`src/rtl/clk_skew_port_pkg.sv`:
```
// Shared types and default constants for the skewed sample/drive port.
package clk_skew_port_pkg;

   localparam int WIDTH_DEF    = 8;
   localparam int CHANNELS_DEF = 2;
   localparam int MAX_SKEW_DEF = 7;

   typedef enum logic [1:0] {
      ST_RUN   = 2'd0,
      ST_DRAIN = 2'd1,
      ST_WARM  = 2'd2
   } state_e;

   // Requests above the delay-line depth saturate to the deepest tap.
   function automatic int clamp_skew(input int req, input int max_skew);
      return (req > max_skew) ? max_skew : req;
   endfunction

endpackage

```
`src/rtl/clk_skew_delay.sv`:
```
// Variable-tap delay line: q = d delayed by sel+1 clock edges.
// Stages beyond the selected tap are flushed to zero so that stale entries
// cannot resurface when the tap is later moved deeper.
module clk_skew_delay #(
   parameter int DW    = 8,
   parameter int DEPTH = 8,
   parameter int SW    = 3
) (
   input  logic          clk,
   input  logic          rst,
   input  logic [DW-1:0] d,
   input  logic [SW-1:0] sel,
   output logic [DW-1:0] q
);

   logic [DW-1:0] sr_q [DEPTH];
   logic [DW-1:0] sr_d [DEPTH];

   // Shift one stage per cycle, zero-fill everything past the active tap.
   always_comb begin
      for (int i = 0; i < DEPTH; i++) begin
         sr_d[i] = '0;
      end
      sr_d[0] = d;
      for (int i = 1; i < DEPTH; i++) begin
         if (i <= int'(sel)) begin
            sr_d[i] = sr_q[i-1];
         end
      end
   end

   // Stage registers.
   always_ff @(posedge clk or posedge rst) begin
      if (rst) begin
         for (int i = 0; i < DEPTH; i++) begin
            sr_q[i] <= '0;
         end
      end else begin
         for (int i = 0; i < DEPTH; i++) begin
            sr_q[i] <= sr_d[i];
         end
      end
   end

   assign q = sr_q[sel];

endmodule

```
`src/rtl/clk_skew_port.sv`:
```
// Skewed sample/drive port: a programmable input sampling delay and a
// programmable output drive delay, retuned through a DRAIN/WARM sequence.
// Optional build macro: CLK_SKEW_PORT_STATS_EN enables the drv_count statistic.
//
// state    | meaning
// ---------+-----------------------------------------------------------
// ST_RUN   | normal operation, drives accepted, samples valid
// ST_DRAIN | new skews latched in shadow, waiting for in-flight drives
// ST_WARM  | new skews active, input delay line refilling (in_skew+1)
module clk_skew_port
   import clk_skew_port_pkg::*;
#(
   parameter  int WIDTH    = WIDTH_DEF,
   parameter  int CHANNELS = CHANNELS_DEF,
   parameter  int MAX_SKEW = MAX_SKEW_DEF,
   localparam int SW       = (MAX_SKEW < 1) ? 1 : $clog2(MAX_SKEW + 1),
   localparam int DW       = CHANNELS * WIDTH
) (
   input  logic          clk,
   input  logic          rst,
   input  logic          cfg_we,
   input  logic [SW-1:0] cfg_in_skew,
   input  logic [SW-1:0] cfg_out_skew,
   input  logic [DW-1:0] pin_in,
   output logic [DW-1:0] samp_data,
   output logic          samp_valid,
   input  logic          drv_valid,
   output logic          drv_ready,
   input  logic [DW-1:0] drv_data,
   output logic [DW-1:0] pin_out,
   output logic          pin_oe,
   output logic          busy,
   output logic [15:0]   drv_count
);

   state_e        state_q, state_d;
   logic [SW-1:0] in_skew_q, in_skew_d;
   logic [SW-1:0] out_skew_q, out_skew_d;
   logic [SW-1:0] sh_in_q, sh_in_d;
   logic [SW-1:0] sh_out_q, sh_out_d;
   logic [SW-1:0] warm_cnt_q, warm_cnt_d;
   logic [SW:0]   inflight_q, inflight_d;
   logic [DW-1:0] pin_out_q, pin_out_d;
   logic          pin_oe_q, pin_oe_d;

   logic          accept;
   logic [DW:0]   out_tap;
   logic          tap_oe;
   logic [DW-1:0] tap_data;

   assign accept     = drv_valid && drv_ready;
   assign drv_ready  = (state_q == ST_RUN);
   assign samp_valid = (state_q == ST_RUN);
   assign busy       = (state_q != ST_RUN);

   clk_skew_delay #(.DW(DW), .DEPTH(MAX_SKEW + 1), .SW(SW)) u_in_dly (
      .clk (clk),
      .rst (rst),
      .d   (pin_in),
      .sel (in_skew_q),
      .q   (samp_data)
   );

   // Strobe travels alongside the data so each drive emerges exactly once.
   clk_skew_delay #(.DW(DW + 1), .DEPTH(MAX_SKEW + 1), .SW(SW)) u_out_dly (
      .clk (clk),
      .rst (rst),
      .d   ({accept, drv_data}),
      .sel (out_skew_q),
      .q   (out_tap)
   );

   assign {tap_oe, tap_data} = out_tap;

   // Retiming FSM: shadow capture, drain, skew swap and warm-up countdown.
   always_comb begin
      state_d    = state_q;
      in_skew_d  = in_skew_q;
      out_skew_d = out_skew_q;
      sh_in_d    = sh_in_q;
      sh_out_d   = sh_out_q;
      warm_cnt_d = warm_cnt_q;
      case (state_q)
         ST_RUN: begin
            if (cfg_we) begin
               sh_in_d  = SW'(clamp_skew(int'(cfg_in_skew), MAX_SKEW));
               sh_out_d = SW'(clamp_skew(int'(cfg_out_skew), MAX_SKEW));
               state_d  = ST_DRAIN;
            end
         end
         ST_DRAIN: begin
            if (inflight_q == '0) begin
               in_skew_d  = sh_in_q;
               out_skew_d = sh_out_q;
               warm_cnt_d = sh_in_q;
               state_d    = ST_WARM;
            end
         end
         ST_WARM: begin
            if (warm_cnt_q == '0) begin
               state_d = ST_RUN;
            end else begin
               warm_cnt_d = warm_cnt_q - 1'b1;
            end
         end
         default: state_d = ST_WARM;
      endcase
   end

   // Drive bookkeeping and output pin register (holds last driven value).
   always_comb begin
      inflight_d = inflight_q + (SW+1)'(accept) - (SW+1)'(tap_oe);
      pin_oe_d   = tap_oe;
      pin_out_d  = tap_oe ? tap_data : pin_out_q;
   end

   // State and datapath registers.
   always_ff @(posedge clk or posedge rst) begin
      if (rst) begin
         state_q    <= ST_WARM;
         in_skew_q  <= '0;
         out_skew_q <= '0;
         sh_in_q    <= '0;
         sh_out_q   <= '0;
         warm_cnt_q <= '0;
         inflight_q <= '0;
         pin_out_q  <= '0;
         pin_oe_q   <= 1'b0;
      end else begin
         state_q    <= state_d;
         in_skew_q  <= in_skew_d;
         out_skew_q <= out_skew_d;
         sh_in_q    <= sh_in_d;
         sh_out_q   <= sh_out_d;
         warm_cnt_q <= warm_cnt_d;
         inflight_q <= inflight_d;
         pin_out_q  <= pin_out_d;
         pin_oe_q   <= pin_oe_d;
      end
   end

   assign pin_out = pin_out_q;
   assign pin_oe  = pin_oe_q;

`ifdef CLK_SKEW_PORT_STATS_EN
   logic [15:0] drv_count_q, drv_count_d;

   // Saturating count of accepted drives.
   always_comb begin
      drv_count_d = drv_count_q;
      if (accept && (drv_count_q != 16'hFFFF)) begin
         drv_count_d = drv_count_q + 16'd1;
      end
   end

   // Statistic register.
   always_ff @(posedge clk or posedge rst) begin
      if (rst) begin
         drv_count_q <= '0;
      end else begin
         drv_count_q <= drv_count_d;
      end
   end

   assign drv_count = drv_count_q;
`else
   assign drv_count = '0;
`endif

endmodule

```
`config.mk`:
```
export PLATFORM = sky130hd
export DESIGN_NAME = clk_skew_port
export DESIGN_NICKNAME = d
export VERILOG_FILES = /design/src/rtl/clk_skew_port_pkg.sv /design/src/rtl/clk_skew_delay.sv /design/src/rtl/clk_skew_port.sv
export SDC_FILE = /design/constraint.sdc
export NUM_CORES = 1
export LEC_CHECK = 0
export CORE_MARGIN = 4
export CORE_UTILIZATION = 55
export CTS_CLUSTER_SIZE = 24
export DETAILED_ROUTE_END_ITERATION = 10
export PLACE_DENSITY = 0.76
export SLEW_MARGIN = 20
export SYNTH_ARGS = -nofsm -noshare
export SYNTH_HDL_FRONTEND = slang
export SYNTH_SLANG_ARGS = --single-unit
```
`constraint.sdc`:
```
create_clock -name clk -period 17.5 [get_ports clk]
set_input_delay 2.625 -clock clk [delete_from_list [all_inputs] [get_ports clk]]
set_output_delay 2.625 -clock clk [all_outputs]
set_load 0.005 [all_outputs]
```
; Word-level counts from Yosys, hierarchy flattened
; Index checks and enable logic that the tools add are counted.
[totals]
out_inout_bits = 52
regBits = 302
wordCells = 89
[op_classes]
n_mux = 27
n_reduce_logical = 10
n_bitwise = 2
order_cmp = 16
addsub = 3
n_eq_ne = 6
[op_table]
columns = cell, count
row1 = 17-bit 2-to-1 mux, 9
row2 = 16-bit 2-to-1 mux, 9
row3 = 17-bit binary-select mux with 3-bit select, 1
row4 = 16-bit binary-select mux with 3-bit select, 1
row5 = "3-bit <= comparator, first input constant", 8
row6 = "2-bit by 3-bit <= comparator with 1-bit output, first input constant", 4
row7 = "4-bit >= comparator, second input constant", 2
row8 = "2-bit inequality test, second input constant", 4
row9 = 3-bit inverter with 4-bit output, 2
row10 = "1-bit by 3-bit <= comparator with 1-bit output, first input constant", 2
row11 = 2-bit 2-to-1 mux, 3
row12 = 3-bit 2-to-1 mux, 2
row13 = 2-bit case mux with 3 select lines, 1
row14 = 3-bit case mux with 2 select lines, 1
row15 = 3-bit AND reduction, 2
row16 = 4-bit by 1-bit adder with 4-bit output, 1
row17 = 4-bit zero test, 1
row18 = 2-bit AND reduction, 2
row19 = 2-bit nonzero test, 2
row20 = 4-bit by 1-bit subtractor with 4-bit output, 1
row21 = 3-bit zero test, 1
row22 = "3-bit by 1-bit subtractor with 3-bit output, second input constant", 1
row23 = "2-bit by 1-bit equality test with 1-bit output, second input constant", 1
row24 = "2-bit equality test, second input constant", 1
row25 = 2 further kinds, 2

; Longest topological paths before layout
; Gate-level depths: netlist of the first run.
[depth]
depth_word = 5
ltp_mapped = 11
depth_no_buf = 8

; Hierarchy
; Synthesis of the first run repeated with hierarchy kept, for this count alone.
[unflattened]
cells_unflattened = 787
hier_area_um2 = 12165.4
[by_module_without_submodules]
columns = mod, area_each_um2, instances, cells_each
row1 = clk_skew_delay at u_out_dly, 5320.1, 1, 335
row2 = clk_skew_delay at u_in_dly, 5073.6, 1, 316
row3 = clk_skew_port, 1771.7, 1, 136

; Worst setup path before layout of the first run
; Ideal clock, no wire load.
[synth_timing]
path_type = reg-to-output
from = register in_skew_q[1]
to = output samp_data[0]
required_ps = 14875
setup_slack_ps = 13442
n_path_buf = 2
stages_incl_launch_ff = 5
t_arrival_ps = 1433
path_cell_list = dfrtp_1 > buf_2 > clkbuf_1 > mux4_2 > mux2_2
[synth_between]
elab_chain_cells = 4
[synth_lines]
columns = element, line_no
row1 = "start, declared", clk_skew_port.sv:37  ; logic [SW-1:0] in_skew_q, in_skew_d;
row2 = "start signal, assigned", clk_skew_port.sv:131  ; in_skew_q <= in_skew_d;
row3 = 3-bit inverter with 4-bit output (not written as such), clk_skew_delay.sv:45  ; assign q = sr_q[sel];
row4 = 16-bit binary-select mux with 3-bit select, clk_skew_delay.sv:45
row5 = 16-bit 2-to-1 mux (not written as such) (2 in series), clk_skew_delay.sv:45
row6 = "end, declared", clk_skew_port.sv:25  ; output logic [DW-1:0] samp_data,
; Every way passes these cells. The select of a mux whose other input is x is not followed.

; Worst setup path in the final report of the first run
[layout_timing]
from = register in_skew_q[1]
to = output samp_data[14]
; The elaborated chain is that of the path after synthesis.

==> summary.md, run 1 <==
| Metric | Value |
|---|---|
| Status | `finished, final reports clean` |
| Synth cell types | `about 40` |
| Register area share after synthesis | `~62%` |
| Cts hold-fix bufs | `0` |
| Post-synth top flop | `dfrtp_1` |
| Post-layout net count | `927` |
| Critical Path Sink Type | `primary output` |
| Synthesis-to-finish area growth | `15.8%` |
| R2R Setup Slk | `about 14 ns` |
| Worst slew pin tran | `approximately 1.1 ns` |
| WL/cell | `~19 um` |
| Crit path kind | `reg -> out` |
| Class of the worst hold path | `reg -> reg` |
| CTS sink cnt | `302` |
| Worst hold path startpoint | `u_out_dly.sr_q[58]$_DFF_PP0_` |
| Layout cells sized above 1 | `between 15 and 20%` |
| GPL Wtd Cong | `roughly 0.77` |
| Vias post-DR | `roughly 6,500` |
| Clk Latency, worst-skew pair | `0.54 ns` |
| Final Slew Violations | `0` |
| Crit path max fanout | `53` |
| WHS Path Cells | `1` |
| # setup viols final | `0` |
| Htree depth | `1` |
| Setup Fix Bufs, Post-CTS | `0` |
| Slew headroom | `25.6%` |
| Core footprint | `around 22,000 sq um` |
| Final worst slack | `between 10 and 15 ns` |
| Overall power | `0.00202 W` |
| Initial antenna violation count | `0` |
| Post-layout min period | `~5.6 ns` |
| Maxcap violations | `0` |
| Most common cell after layout, fill and taps aside | `dfrtp_1` |
| Die Ht | `between 150 and 200 um` |
| EDFF count, synth | `0` |
| Async set-reset flop share out of synthesis | `100%` |
| WP data required | `roughly 15 ns` |
| Mapped cell area | `12,100 sq um` |
| Initial Utilization | `between 50% and 60%` |
| Worst r2r src | `out_skew_q[0]$_DFFE_PP0P_` |
| IO Pins | `between 90 and 100` |
| Post-Route Utilization | `about 64%` |
| Overall routing resource usage | `19.4%` |
| First-pass GRT wire length | `38,000 um` |
| Avg Cell Area, Syn | `between 10 and 15 sq um` |
| DIE AREA | `about 24,000 sq um` |
| Hold Vio Cnt, Final | `0` |
| CTS buffer count | `30` |
| Hold Path Sink | `u_out_dly.sr_q[41]$_DFF_PP0_` |
| RSZ-0062 raised after global routing | `no` |
| Yosys Warn Count | `0` |
| Gr ovfl total | `0` |
| Port Buf Inserts | `between 70 and 80` |
| Drt total wl | `approximately 23,000 um` |
| #FFs+latches synth | `slightly above 300` |
| Post-synthesis cell count | `811` |
| Register-to-Register Path Depth | `8` |
| TritonCTS clock tree | `built` |
| Leakage dissipation | `6.47 nW` |
| Power density cells | `144 nW/um^2` |
| F_max | `roughly 0.18 GHz` |
| Non-filler instance count after layout | `1,179` |
| Post-Place Cells | `1,125` |
| Mean number of vias per cell | `5.53` |
| Num rows | `54` |
| Clock skew | `0.00863 ns` |
| DR pass1 iterations | `4` |
| Tcrit/Tclk final | `between 30% and 40%` |
| R2r endpoint | `inflight_q[2]$_DFF_PP0_` |
| Remaining antenna violation count | `0` |
| Largest net degree at the start of global routing | `161` |
| DR iter-0 viols | `between 400 and 500` |
| Setup WS pre-CTS | `roughly 12 ns` |
| Worst-path clk slew | `about 0.06 ns` |
| CTS resizes | `0` |
| Worst EP arrival | `roughly 3.0 ns` |
| Total negative slack | `0 ns` |
| Clock Path Buffers | `3` |
| Die width | `~160 um` |
| Startpoint Class | `flop` |
| Antenna cells | `0` |
| Detailed Place HPWL | `between 10,000 and 15,000 um` |
| Vias in the first global route | `6,993` |
| VDD IR max | `0.106 mV` |
| Drt drc | `0` |
| CTS root buffer | `clkbuf_16` |
| Most frequent cells in the layout | `296 x dfrtp_1, 100 x nor2b_1, 83 x and2_1` |
-- cell type report --
| type | instances | area, sq um |
|---|---|---|
| clock buffer | 46 | 902 |
| clock inverter | 8 | 115 |
| fill | 1589 | 7730 |
| inverter | 13 | 56.3 |
| multi-input combinational | 445 | 4190 |
| sequential | 302 | 7560 |
| tap | 280 | 350 |
| timing repair buffer | 85 | 843 |
-- registers in the layout (all words and copies together), names as in the netlist --
name and flops:
in_skew_q 3, inflight_q 4, out_skew_q 3, pin_oe 1, pin_out 16, sh_in_q 3
sh_out_q 3, state_q 2, u_in_dly.sr_q 128, u_out_dly.sr_q 136, warm_cnt_q 3
-- routing by layer --
layer	vias up	global-route usage, %	part of all wire (%)
met4	0	3.88	1.8
met1	3477	30.9	49
met2	123	29.1	46
met3	30	2.99	3.8
met5	-	0	0
li1	2895	-	-
-- power breakdown --
| group | internal, W | total [W] | switching [W] | leakage [nW] |
|---|---|---|---|---|
| logic | 0.000255 | 0.000493 | 0.000238 | 1.93 |
| registers | 0.000790 | 0.000871 | 0.0000807 | 4.04 |
| clock network | 0.000396 | 0.000652 | 0.000256 | 0.504 |
-- cell usage after synthesis (all sizes together), types with 2 or more instances --
master    n  area share (%)
and2     84             4.3
o21ai     4            0.17
clkbuf   26            0.81
and3     51             2.6
o221ai    2            0.14
o21a      2            0.12
mux4     62              12
mux2     28             2.6
nor2      6            0.21
nor3      2            0.17
inv      13            0.40
a21oi     3            0.16
mux2i    54             4.5
nor2b   100             5.2
a211o     2            0.14
xor2      2            0.14
nand2b    4            0.21
dfrtp   301              62
nand2     4            0.12
buf      40             2.3
ha        7            0.72
or3b      2            0.14
o22ai     2            0.10
-- cells by family (layout without fill, tap and decap cells) --
family	after synthesis	after routing	share of synthesized area (%)
buffers and inverters	79	152	3.50
AOI/OAI and AO/OA	20	20	1.18
other	1	16	0.0310
adders and majority gates	8	8	0.889
muxes	144	144	18.7
xor gates and xnor gates	2	2	0.145
DFF	302	302	62.5
and+or+nand+nor	255	255	13.1
-- critical path: stages (launching register included) --
cell and delay (ns):
dfrtp_2 1.07, mux4_2 0.60, mux2_2 0.27, clkdlybuf4s50_1 0.44
-- metrics by stage --
stage,hold slack [ns],instance area [sq um]
after detailed placement,0.463,13000
after floorplan,0.445,12200
after global routing,0.489,14000
after global placement,0.452,13000
final,0.476,14000
after CTS,0.476,14000
-- how the worst max path moves through the flow --
| stage | from | end | slack [ns] | depth (start not counted) |
|---|---|---|---|---|
| 6_report | in_skew_q[1]$_DFFE_PP0P_ | samp_data[14] | 11.92 | 3 |
| 4_1_cts | in_skew_q[1]$_DFFE_PP0P_ | samp_data[14] | 11.92 | 3 |
| 3_5_place_dp | in_skew_q[1]$_DFFE_PP0P_ | samp_data[14] | 12.50 | 3 |
| 5_1_grt | in_skew_q[1]$_DFFE_PP0P_ | samp_data[14] | 11.79 | 3 |
| 2_1_floorplan | rst | in_skew_q[0]$_DFFE_PP0P_ | 6.53 | 1 |
| 3_3_place_gp | in_skew_q[1]$_DFFE_PP0P_ | samp_data[14] | 12.53 | 3 |
(Power assumes the default switching activity.)
==> run 2: changes to the inputs <==
==> constraint.sdc (replaced) <==
create_clock -name clk -period 5.4 [get_ports clk]
set_input_delay 0.81 -clock clk [delete_from_list [all_inputs] [get_ports clk]]
set_output_delay 0.81 -clock clk [all_outputs]
set_load 0.005 [all_outputs]
==> run 2 against run 1 <==
  * Clock power grew to 3.2 times the previous value
  * Routed wire length shrank 0.39%
  * Critical path type unchanged
  * Utilization grew 0.15 points
==> summary.md, run 2 (synthesis gave the netlist of run 1 again) <==
| Metric | Value |
|---|---|
| Comb pwr share | `24.2% (was 24.4%)` |
| Final worst slack | `1.45 ns (was 11.92 ns)` |
| Gr ovfl total | `0 (unchanged)` |
| Drt total wl | `22,900 um (was 23,000 um)` |
| Htree depth | `1 (unchanged)` |
| First-pass GRT wire length | `38,500 um (was 38,000 um)` |
| Post-layout min period | `3.95 ns` |
| Cts hold-fix bufs | `0 (unchanged)` |
| Mean number of vias per cell | `5.61 (was 5.53)` |
| R2R Setup Slk | `2.37 ns (was 13.94 ns)` |
| Vias in the first global route | `7,060 (was 6,993)` |
| Power density cells | `465 nW/um^2 (was 144 nW/um^2)` |
| Setup WS pre-CTS | `1.99 ns (was 12.50 ns)` |
| IO Pins | `94 (unchanged)` |
| Largest net degree at the start of global routing | `127 (was 161)` |
| Net Switching | `0.00190 W (was 0.000575 W)` |
| VDD IR max | `0.278 mV (was 0.106 mV)` |
| Design Area, Final | `14,100 sq um (was 14,000 sq um)` |
| Register Area | `7570 sq um (was 7560 sq um)` |
| Status | `finished, final reports clean (unchanged)` |
| Pint | `0.00463 W (was 0.00144 W)` |
| Worst EP arrival | `3.14 ns (was 2.95 ns)` |
| Most frequent cells in the layout | `296 x dfrtp_1, 100 x nor2b_1, 84 x and2_1 (was 296 x dfrtp_1, 100 x nor2b_1, 83 x and2_1)` |
| # setup viols final | `0 (unchanged)` |
| Total negative slack | `0 ns (unchanged)` |
| Startpoint Class | `flop (unchanged)` |
| CTS resizes | `0 (unchanged)` |
| Hold Path Sink | `u_out_dly.sr_q[43]$_DFF_PP0_ (was u_out_dly.sr_q[41]$_DFF_PP0_)` |
| TritonCTS clock tree | `built (unchanged)` |
| Clock skew | `0.0100 ns (was 0.00863 ns)` |
| Leakage dissipation | `6.49 nW (was 6.47 nW)` |
| Num rows | `54 (unchanged)` |
| Hold Vio Cnt, Final | `0 (unchanged)` |
| Switching part of the total | `29.1% (was 28.5%)` |
| DR pass1 iterations | `6 (was 4)` |
| Layout cells sized above 1 | `18.2% (was 17.5%)` |
| GPL Wtd Cong | `0.749 (was 0.772)` |
| Clk Latency, worst-skew pair | `0.54 ns (about the same)` |
| Setup crit start | `in_skew_q[0]$_DFFE_PP0P_ (was in_skew_q[1]$_DFFE_PP0P_)` |
| CTS buffer count | `31 (was 30)` |
| CTS sink cnt | `302 (unchanged)` |
| Register-to-Register Path Depth | `7 (was 8)` |
| Detailed Place HPWL | `13,000 um (was 12,900 um)` |
| Reg with most FFs | `u_out_dly.sr_q (unchanged)` |
| Worst-path clk slew | `0.06 ns (about the same)` |
| Filler cells | `1,602 (was 1,589)` |
| Clock power share | `32.3% (was 32.4%)` |
| Drt drc | `0 (unchanged)` |
| F_max | `~0.25 GHz` |
| Core footprint | `21,800 sq um (unchanged)` |
| Setup Fix Bufs, Post-CTS | `0 (unchanged)` |
| DIE AREA | `24,400 sq um (unchanged)` |
| Die width | `156 um (unchanged)` |
| RSZ-0062 raised after global routing | `no (unchanged)` |
| Class of the worst hold path | `reg -> reg (unchanged)` |
| Crit path kind | `reg -> out (unchanged)` |
| Critical Path Sink Type | `primary output (unchanged)` |
| Multi-input logic area | `4200 sq um (was 4190 sq um)` |
| Slew headroom | `34.4% (was 25.6%)` |
| Non-filler instance count after layout | `1,182 (was 1,179)` |
| Port Buf Inserts | `77 (unchanged)` |
| Worst r2r src | `out_skew_q[0]$_DFFE_PP0P_ (unchanged)` |
| Synthesis-to-finish area growth | `16.1% (was 15.8%)` |
| Tcrit/Tclk final | `about three quarters` |
| WP data required | `4.59 ns (was 14.88 ns)` |
| Flop pwr share | `43.4% (was 43.2%)` |
| Post-layout net count | `929 (was 927)` |
| Final Slew Violations | `0 (unchanged)` |
| Overall routing resource usage | `19.5% (was 19.4%)` |
| Remaining antenna violation count | `0 (unchanged)` |
| Cell area after placement | `13,000 sq um (about the same)` |
| Worst slew pin tran | `0.984 ns (was 1.11 ns)` |
| Most common cell after layout, fill and taps aside | `dfrtp_1 (unchanged)` |
| Initial antenna violation count | `0 (unchanged)` |
| Worst hold path startpoint | `u_out_dly.sr_q[60]$_DFF_PP0_ (was u_out_dly.sr_q[58]$_DFF_PP0_)` |
| Clock Path Buffers | `3 (unchanged)` |
| Max reg flops | `136 (unchanged)` |
| Vias post-DR | `6,628 (was 6,525)` |
| DR iter-0 viols | `430 (was 446)` |
| Overall power | `0.00654 W (was 0.00202 W)` |
| R2r endpoint | `inflight_q[2]$_DFF_PP0_ (unchanged)` |
| WHS Path Cells | `1 (unchanged)` |
| Post-Place Cells | `1,126 (was 1,125)` |
| Crit path max fanout | `21 (was 53)` |
| CTS root buffer | `clkbuf_16 (unchanged)` |
| Initial Utilization | `55.6% (unchanged)` |
| Maxcap violations | `0 (unchanged)` |
| Antenna cells | `0 (unchanged)` |
| Die Ht | `156 um (unchanged)` |
| WL/cell | `19.4 um (was 19.5 um)` |
run 2: changes by cell type in the layout (fill, tap and decap cells not counted), moves of 3 or more:
| cell | delta |
|---|---|
| clkbuf_8 | -3 |
| clkinv_2 | +6 |
| clkbuf_1 | -4 |
| clkinvlp_4 | +3 |
run 2: metal layers:
| metal | vias up | share of wire [%] | GRT usage [%] |
|---|---|---|---|
| met5 | - | 0 | 0 |
| met4 | 0 | 1.5 | 3.84 |
| met3 | 26 | 4.6 | 3.01 |
| met2 | 164 | 47 | 29.9 |
| met1 | 3549 | 47 | 30.4 |
| li1 | 2889 | - | - |
run 2: final cells by class:
type | instances | share of cell area (%)
flip-flops and latches | 302 | 53.8
multi-input cells | 445 | 29.9
repair buffers | 86 | 6.14
clock buffers | 39 | 6.02
well taps | 280 | 2.49
clock inverters | 17 | 1.22
inverters | 13 | 0.374
run 2: through the flow:
stage	hold slack, ns	util [%]
2_1_floorplan	0.445	-
3_3_place_gp	0.455	59.9
3_5_place_dp	0.465	59.9
4_1_cts	0.472	64.6
5_1_grt	0.492	64.6
6_report	0.471	64.6
run 2: critical path, stage by stage (launching register included):
cell,delay [ns]
dfrtp_2,0.81
buf_4,0.47
mux4_2,0.55
mux2_2,0.29
clkdlybuf4s50_1,0.45
run 2: worst max-delay path by stage:
stage | endpoint | depth (start not counted) | slack (ns)
CTS | samp_data[3] | 4 | 1.38
global route | samp_data[3] | 4 | 1.27
detailed placement | samp_data[3] | 4 | 1.99
finish | samp_data[3] | 4 | 1.45
floorplan | in_skew_q[0]$_DFFE_PP0P_ | 1 | 0.58
global placement | samp_data[3] | 4 | 2.01
run 2: power groups by stage:
stage                     registers [W]  clock network, W  logic [W]
after detailed placement        0.00287                 0    0.00161
after floorplan                 0.00272                 0    0.00114
after global routing            0.00289           0.00226    0.00175
after CTS                       0.00284           0.00216    0.00163
after global placement          0.00287                 0    0.00157
final                           0.00284           0.00211    0.00159
==> run 3: changes to the inputs <==
--- a/config.mk
+++ b/config.mk
@@ -6,10 +6,10 @@
 export NUM_CORES = 1
 export LEC_CHECK = 0
 export CORE_MARGIN = 4
-export CORE_UTILIZATION = 55
+export CORE_UTILIZATION = 52
 export CTS_CLUSTER_SIZE = 24
 export DETAILED_ROUTE_END_ITERATION = 10
-export PLACE_DENSITY = 0.76
+export PLACE_DENSITY = 0.75
 export SLEW_MARGIN = 20
 export SYNTH_ARGS = -nofsm -noshare
 export SYNTH_HDL_FRONTEND = slang
==> constraint.sdc (replaced) <==
create_clock -name clk -period 3.3 [get_ports clk]
set_input_delay 0.495 -clock clk [delete_from_list [all_inputs] [get_ports clk]]
set_output_delay 0.495 -clock clk [all_outputs]
set_load 0.005 [all_outputs]
==> run 3 against run 2 <==
  * Clock skew rose by 0.0029 ns
  * Critical path depth did not move
  * Worst setup slack worse by 1.3 ns
  * Clock-buffer cell count grew 14
  * Sequential share of layout area down 1.1 points
  * Routed wire length increased by 0.44%
  * Worst hold slack worse by 0.14 ns
  * Cell area grew 2.1%
==> summary.md, run 3 (synthesis gave the netlist of run 1 again) <==
| Metric | Value |
|---|---|
| Status | `finished, final reports clean (unchanged)` |
| Worst slew pin tran | `0.943 ns (was 0.984 ns)` |
| First-pass GRT wire length | `38,400 um (was 38,500 um)` |
| Port Buf Inserts | `77 (unchanged)` |
| Core footprint | `22,800 sq um (was 21,800 sq um)` |
| CTS buffer count | `34 (was 31)` |
| Detailed Place HPWL | `13,700 um (was 13,000 um)` |
| Num rows | `55 (was 54)` |
| Register-to-Register Path Depth | `7 (unchanged)` |
| Leakage dissipation | `6.62 nW (was 6.49 nW)` |
| Initial Utilization | `53.1% (was 55.6%)` |
| Largest net degree at the start of global routing | `130 (was 127)` |
| Critical Path Sink Type | `primary output (unchanged)` |
| Slew headroom | `36.9% (was 34.4%)` |
| Mean number of vias per cell | `5.33 (was 5.61)` |
| DR iter-0 viols | `462 (was 430)` |
| Vias in the first global route | `7,146 (was 7,060)` |
| WL/cell | `18.6 um (was 19.4 um)` |
| Switching part of the total | `28.5% (was 29.1%)` |
| Vias post-DR | `6,588 (was 6,628)` |
| Final Slew Violations | `0 (unchanged)` |
| Max reg flops | `136 (unchanged)` |
| Crit path max fanout | `29 (was 21)` |
| Filler cells | `1,670 (was 1,602)` |
| Startpoint Class | `flop (unchanged)` |
| Initial antenna violation count | `0 (unchanged)` |
| Net Switching | `0.00315 W (was 0.00190 W)` |
| # setup viols final | `0 (unchanged)` |
| TritonCTS clock tree | `built (unchanged)` |
| Drt total wl | `23,000 um (was 22,900 um)` |
| Overall power | `0.0111 W (was 0.00654 W)` |
| Reg with most FFs | `u_out_dly.sr_q (unchanged)` |
| Most common cell after layout, fill and taps aside | `dfrtp_1 (unchanged)` |
| Overall routing resource usage | `18.5% (was 19.5%)` |
| Hold Vio Cnt, Final | `0 (unchanged)` |
| Crit path kind | `reg -> out (unchanged)` |
| M2 GR Usage | `28.5% (was 29.9%)` |
| DR pass1 iterations | `4 (was 6)` |
| Post-layout min period | `about 3.1 ns` |
| Power density cells | `771 nW/um^2 (was 465 nW/um^2)` |
| Htree depth | `2 (was 1)` |
| CTS root buffer | `clkbuf_16 (unchanged)` |
| Gr ovfl total | `0 (unchanged)` |
| Clk Latency, worst-skew pair | `0.50 ns (was 0.54 ns)` |
| Class of the worst hold path | `in -> async (was reg -> reg)` |
| F_max | `between 0.3 and 0.4 GHz` |
| Multi-input logic area | `4190 sq um (was 4200 sq um)` |
| IO Pins | `94 (unchanged)` |
| Drt drc | `0 (unchanged)` |
| Synthesis-to-finish area growth | `18.5% (was 16.1%)` |
| Clock Path Buffers | `3 (unchanged)` |
| VDD IR max | `0.486 mV (was 0.278 mV)` |
| Worst EP arrival | `2.62 ns (was 3.14 ns)` |
| Remaining antenna violation count | `0 (unchanged)` |
| Non-filler instance count after layout | `1,235 (was 1,182)` |
| Post-layout net count | `947 (was 929)` |
| Top Usage Layer GRT | `met2 (was met1)` |
| Comb pwr share | `24.7% (was 24.2%)` |
| Flop pwr share | `41.5% (was 43.4%)` |
| Worst-path clk slew | `0.05 ns (was 0.06 ns)` |
| R2r endpoint | `inflight_q[2]$_DFF_PP0_ (unchanged)` |
| Antenna cells | `0 (unchanged)` |
| RSZ-0062 raised after global routing | `no (unchanged)` |
| DIE AREA | `25,800 sq um (was 24,400 sq um)` |
| Register Area | `7570 sq um (unchanged)` |
| CTS sink cnt | `302 (unchanged)` |
| R2R Setup Slk | `0.84 ns (was 2.37 ns)` |
| Global-route met1 utilization | `27.6% (was 30.4%)` |
| Tcrit/Tclk final | `94.3%` |
| Die width | `161 um (was 156 um)` |
| Maxcap violations | `0 (unchanged)` |
| Pint | `0.00791 W (was 0.00463 W)` |
| Clock power share | `33.8% (was 32.3%)` |
| M3 GR Usage | `3.52% (was 3.01%)` |
| Worst r2r src | `out_skew_q[0]$_DFFE_PP0P_ (unchanged)` |
| WP data required | `2.80 ns (was 4.59 ns)` |
| Total negative slack | `0 ns (unchanged)` |
| Layout cells sized above 1 | `19.3% (was 18.2%)` |
| Die Ht | `161 um (was 156 um)` |
| Post-Place Cells | `1,174 (was 1,126)` |
| Most frequent cells in the layout | `296 x dfrtp_1, 100 x nor2b_1, 83 x and2_1 (was 296 x dfrtp_1, 100 x nor2b_1, 84 x and2_1)` |
| Clock skew | `0.0129 ns (was 0.0100 ns)` |
| GPL Wtd Cong | `0.762 (was 0.749)` |
==> run 3: cell types whose count changed in the layout (fill, tap and decap cells not counted), moves of 2 or more <==
cell,delta
nor2_2,-2
buf_4,+12
clkbuf_1,+4
buf_12,+3
clkinvlp_4,-2
clkbuf_16,+6
clkinv_2,-5
clkbuf_8,+4
bufinv_16,-2
==> run 3: final cells by class <==
class / count / share of cell area (%)
clock buffer: 53 / 7.43
tap: 313 / 2.73
multi-input combinational: 445 / 29.2
inverter: 13 / 0.366
clock inverter: 8 / 0.480
sequential: 302 / 52.7
timing repair buffer: 101 / 7.06
==> run 3: repair_timing <==
item,in CTS,in global routing
setup endpoints to repair,0,7
hold buffers,0,0
buffers inserted,0,0
gates resized for setup,0,2
==> run 3: worst max-delay path by stage <==
stage                                    end  slack [ns]                      from
global route                    samp_data[6]        0.06  in_skew_q[0]$_DFFE_PP0P_
detailed placement              samp_data[9]        0.60  in_skew_q[0]$_DFFE_PP0P_
finish                          samp_data[8]        0.19  in_skew_q[0]$_DFFE_PP0P_
CTS                             samp_data[8]        0.07  in_skew_q[0]$_DFFE_PP0P_
global placement                samp_data[6]        0.63  in_skew_q[0]$_DFFE_PP0P_
floorplan           in_skew_q[0]$_DFFE_PP0P_       -1.21                       rst
==> run 3: power groups by stage <==
stage | clock, W | combinational, W | sequential, W
2_1_floorplan | 0 | 0.00187 | 0.00445
6_report | 0.00374 | 0.00273 | 0.00458
4_1_cts | 0.00383 | 0.00279 | 0.00458
5_1_grt | 0.00401 | 0.00300 | 0.00465
3_3_place_gp | 0 | 0.00270 | 0.00463
3_5_place_dp | 0 | 0.00277 | 0.00463
==> run 3: stage by stage <==
| step | setup WS (ns) | area, sq um | hold slack, ns | utilization [%] |
|---|---|---|---|---|
| after floorplan | -1.21 | 12200 | 0.445 | - |
| after global routing | 0.0628 | 14300 | 0.344 | 63.0 |
| after CTS | 0.0666 | 14300 | 0.324 | 63.0 |
| after global placement | 0.626 | 13200 | 0.454 | 58.0 |
| final | 0.187 | 14300 | 0.332 | 63.0 |
| after detailed placement | 0.599 | 13200 | 0.461 | 58.0 |
==> run 3: worst max-delay path: stages, from the launching register on <==
cell	delay [ns]
dfrtp_4	0.57
buf_12	0.27
mux4_2	0.54
mux2_2	0.28
clkdlybuf4s50_1	0.45
==> run 3: per-layer routing <==
metal  vias up  wire [um]
met3        25        898
met1      3499      10800
met5         -          0
met4         0        363
met2       118      11000
li1       2946          -
==> variant (config.mk and constraints of run 1) <==
Register the inputs `cfg_we`, `cfg_in_skew` and `cfg_out_skew` before use, without a reset. The logic sees them one clock later. The other inputs are not delayed to match.
--- a/src/rtl/clk_skew_port.sv
+++ b/src/rtl/clk_skew_port.sv
@@ -34,2 +34,12 @@
 );
+
+   logic cfg_we_q;
+   logic [SW-1:0] cfg_in_skew_q;
+   logic [SW-1:0] cfg_out_skew_q;
+
+   always_ff @(posedge clk) begin
+      cfg_we_q       <= cfg_we;
+      cfg_in_skew_q  <= cfg_in_skew;
+      cfg_out_skew_q <= cfg_out_skew;
+   end
 
@@ -84,5 +94,5 @@
          ST_RUN: begin
-            if (cfg_we) begin
-               sh_in_d  = SW'(clamp_skew(int'(cfg_in_skew), MAX_SKEW));
-               sh_out_d = SW'(clamp_skew(int'(cfg_out_skew), MAX_SKEW));
+            if (cfg_we_q) begin
+               sh_in_d  = SW'(clamp_skew(int'(cfg_in_skew_q), MAX_SKEW));
+               sh_out_d = SW'(clamp_skew(int'(cfg_out_skew_q), MAX_SKEW));
                state_d  = ST_DRAIN;
Function: changed (a bounded check fails within 4 cycles, from zero or initial values and one cycle with rst high).
==> variant against run 1 <==
Routed wire length increased by 1.1%. First-iteration DRC count increased by 9.6%. Sequential power increased by 3.6%. Combinational power increased by 2%. Sequential cell count increased by 7. Fmax decreased by 1.4%. Final area increased by 1.4%. Power increased by 4.0%. Synthesized cell count increased by 0.86%. Hold slack got worse by 16 ps. Synthesized area increased by 1.2%. Cell count increased by 0.76%. Clock skew increased by 2.6 ps. Worst setup slack got worse by 81 ps. Critical endpoint is now samp_data[2].
==> variant: results (changes against run 1) <==
| Metric | Value |
|---|---|
| Run status | complete, no violations (unchanged) |
| Relative contribution of the clock network to total power | 33.0% (was 32.4%) |
| Antenna violations before repair | 0 (unchanged) |
| Fraction of power spent switching nets | 28.2% (was 28.5%) |
| Sequential cell area fraction in the yosys report | 62.9% (was 62.5%) |
| Drt first-iter violations | 489 (was 446) |
| Clk Tree Root Cell | sky130_fd_sc_hd__clkbuf_16 (unchanged) |
| Data arrival time of the critical path | 3030 ps (was 2950 ps) |
| Via Count | 6564 (was 6525) |
| Clock buffer depth | 3 (unchanged) |
| Worst Reg-to-Reg Cells | 8 (unchanged) |
| Launch point of the worst reg-to-reg path | out_skew_q[1] (was out_skew_q[0]) |
| Share of flip-flops with an asynchronous set or reset | 97.7% (was 100%) |
| Cell type group with the largest total delay on the critical path | buffers and inverters (was flip-flops) |
| Number of library cell types mapped by synthesis | 42 (was 41) |
| Final-layout worst hold slack | 459 ps (was 476 ps) |
| Gate power share | 24.0% (was 24.4%) |
| Post-CTS Resized | 0 (unchanged) |
| Leakage power summed over all cells | 6.58 nW (was 6.47 nW) |
| Number of global-route vias before repair | 7042 (was 6993) |
| Max VDD drop | 0.0000974 V (was 0.000106 V) |
| TritonCTS Buffers | 31 (was 30) |
| Share of post-route cells with drive strength above 1 | 17.5% (about the same) |
| Instance area after placement | 0.0131 mm^2 (was 0.0130 mm^2) |
| FILL cells | 1568 (was 1589) |
| Measured slew at the worst slew-check pin | 1050 ps (was 1110 ps) |
| Post-route clock skew | 11.2 ps (was 8.63 ps) |
| Max stage delay cell, worst path | sky130_fd_sc_hd__dfrtp_2 (unchanged) |
| Last weighted congestion value of the routability-driven placer | 0.761 (was 0.772) |
| CP max FO | 26 (was 53) |
| Largest net degree at the start of global routing | 189 (was 161) |
| Min-Delay Endpoint | sh_out_q[0] (was u_out_dly.sr_q[41]) |
| Worst hold path startpoint | cfg_out_skew_q[0] (was u_out_dly.sr_q[58]) |
| Routed WL | 23200 um (was 23000 um) |
| Biggest area contributors in the synthesized netlist | sky130_fd_sc_hd__dfrtp_1, sky130_fd_sc_hd__mux4_2, sky130_fd_sc_hd__nor2b_1 (unchanged) |
| Total number of nets in the final design | 935 (was 927) |
| H-tree levels | 1 (unchanged) |
| Global router's overall resource usage | 19.6% (was 19.4%) |
| Detailed placer's ending HPWL | 12900 um (about the same) |
| Worst path max stage delay | 650 ps (was 1070 ps) |
| First-pass GRT wire length | 38400 um (was 38000 um) |
==> variant: cell count changes after synthesis, sizes merged <==
cell and change:
dfxtp +7
==> variant: final cells by class <==
type | count | share of cell area, %
sequential | 309 | 54.2
multi-input combinational | 445 | 29.5
clock buffer | 46 | 6.34
timing repair buffer | 85 | 5.93
tap | 280 | 2.46
clock inverter | 10 | 1.23
inverter | 13 | 0.396
==> variant: logic make-up after synthesis <==
group	count (synthesis)	share of synthesized area, %
AOI/OAI and AO/OA	20	1.17
adders and majority gates	8	0.879
xor gates and xnor gates	2	0.143
other	1	0.0306
muxes	144	18.5
DFF	309	62.9
buffers and inverters	79	3.46
and+or+nand+nor	255	12.9
==> variant: worst max path at each step <==
| stage | depth (start not counted) | startpoint | to |
|---|---|---|---|
| 6_report | 4 | in_skew_q[0] | samp_data[2] |
| 5_1_grt | 4 | in_skew_q[0] | samp_data[2] |
| 4_1_cts | 4 | in_skew_q[0] | samp_data[2] |
| 3_5_place_dp | 4 | in_skew_q[0] | samp_data[2] |
| 3_3_place_gp | 4 | in_skew_q[0] | samp_data[2] |
| 2_1_floorplan | 1 | rst | in_skew_q[0] |
==> variant: through the flow <==
| step | cells | power, mW | setup slack (ps) |
|---|---|---|---|
| after CTS | 1188 | 2.12 | 11780 |
| final | 1188 | 2.10 | 11840 |
| after global placement | 1132 | 1.41 | 12400 |
| after global routing | 1188 | 2.21 | 11650 |
| after floorplan | 833 | 1.23 | 6530 |
| after detailed placement | 1132 | 1.42 | 12370 |
==> variant: metal layers <==
layer | track usage, % | share of wire (%) | up-vias
met4 | 4.67 | 1.7 | 0
met2 | 30.8 | 47 | 144
met3 | 2.69 | 4.5 | 33
li1 | - | - | 2921
met5 | 0 | 0 | -
met1 | 29.9 | 46 | 3466
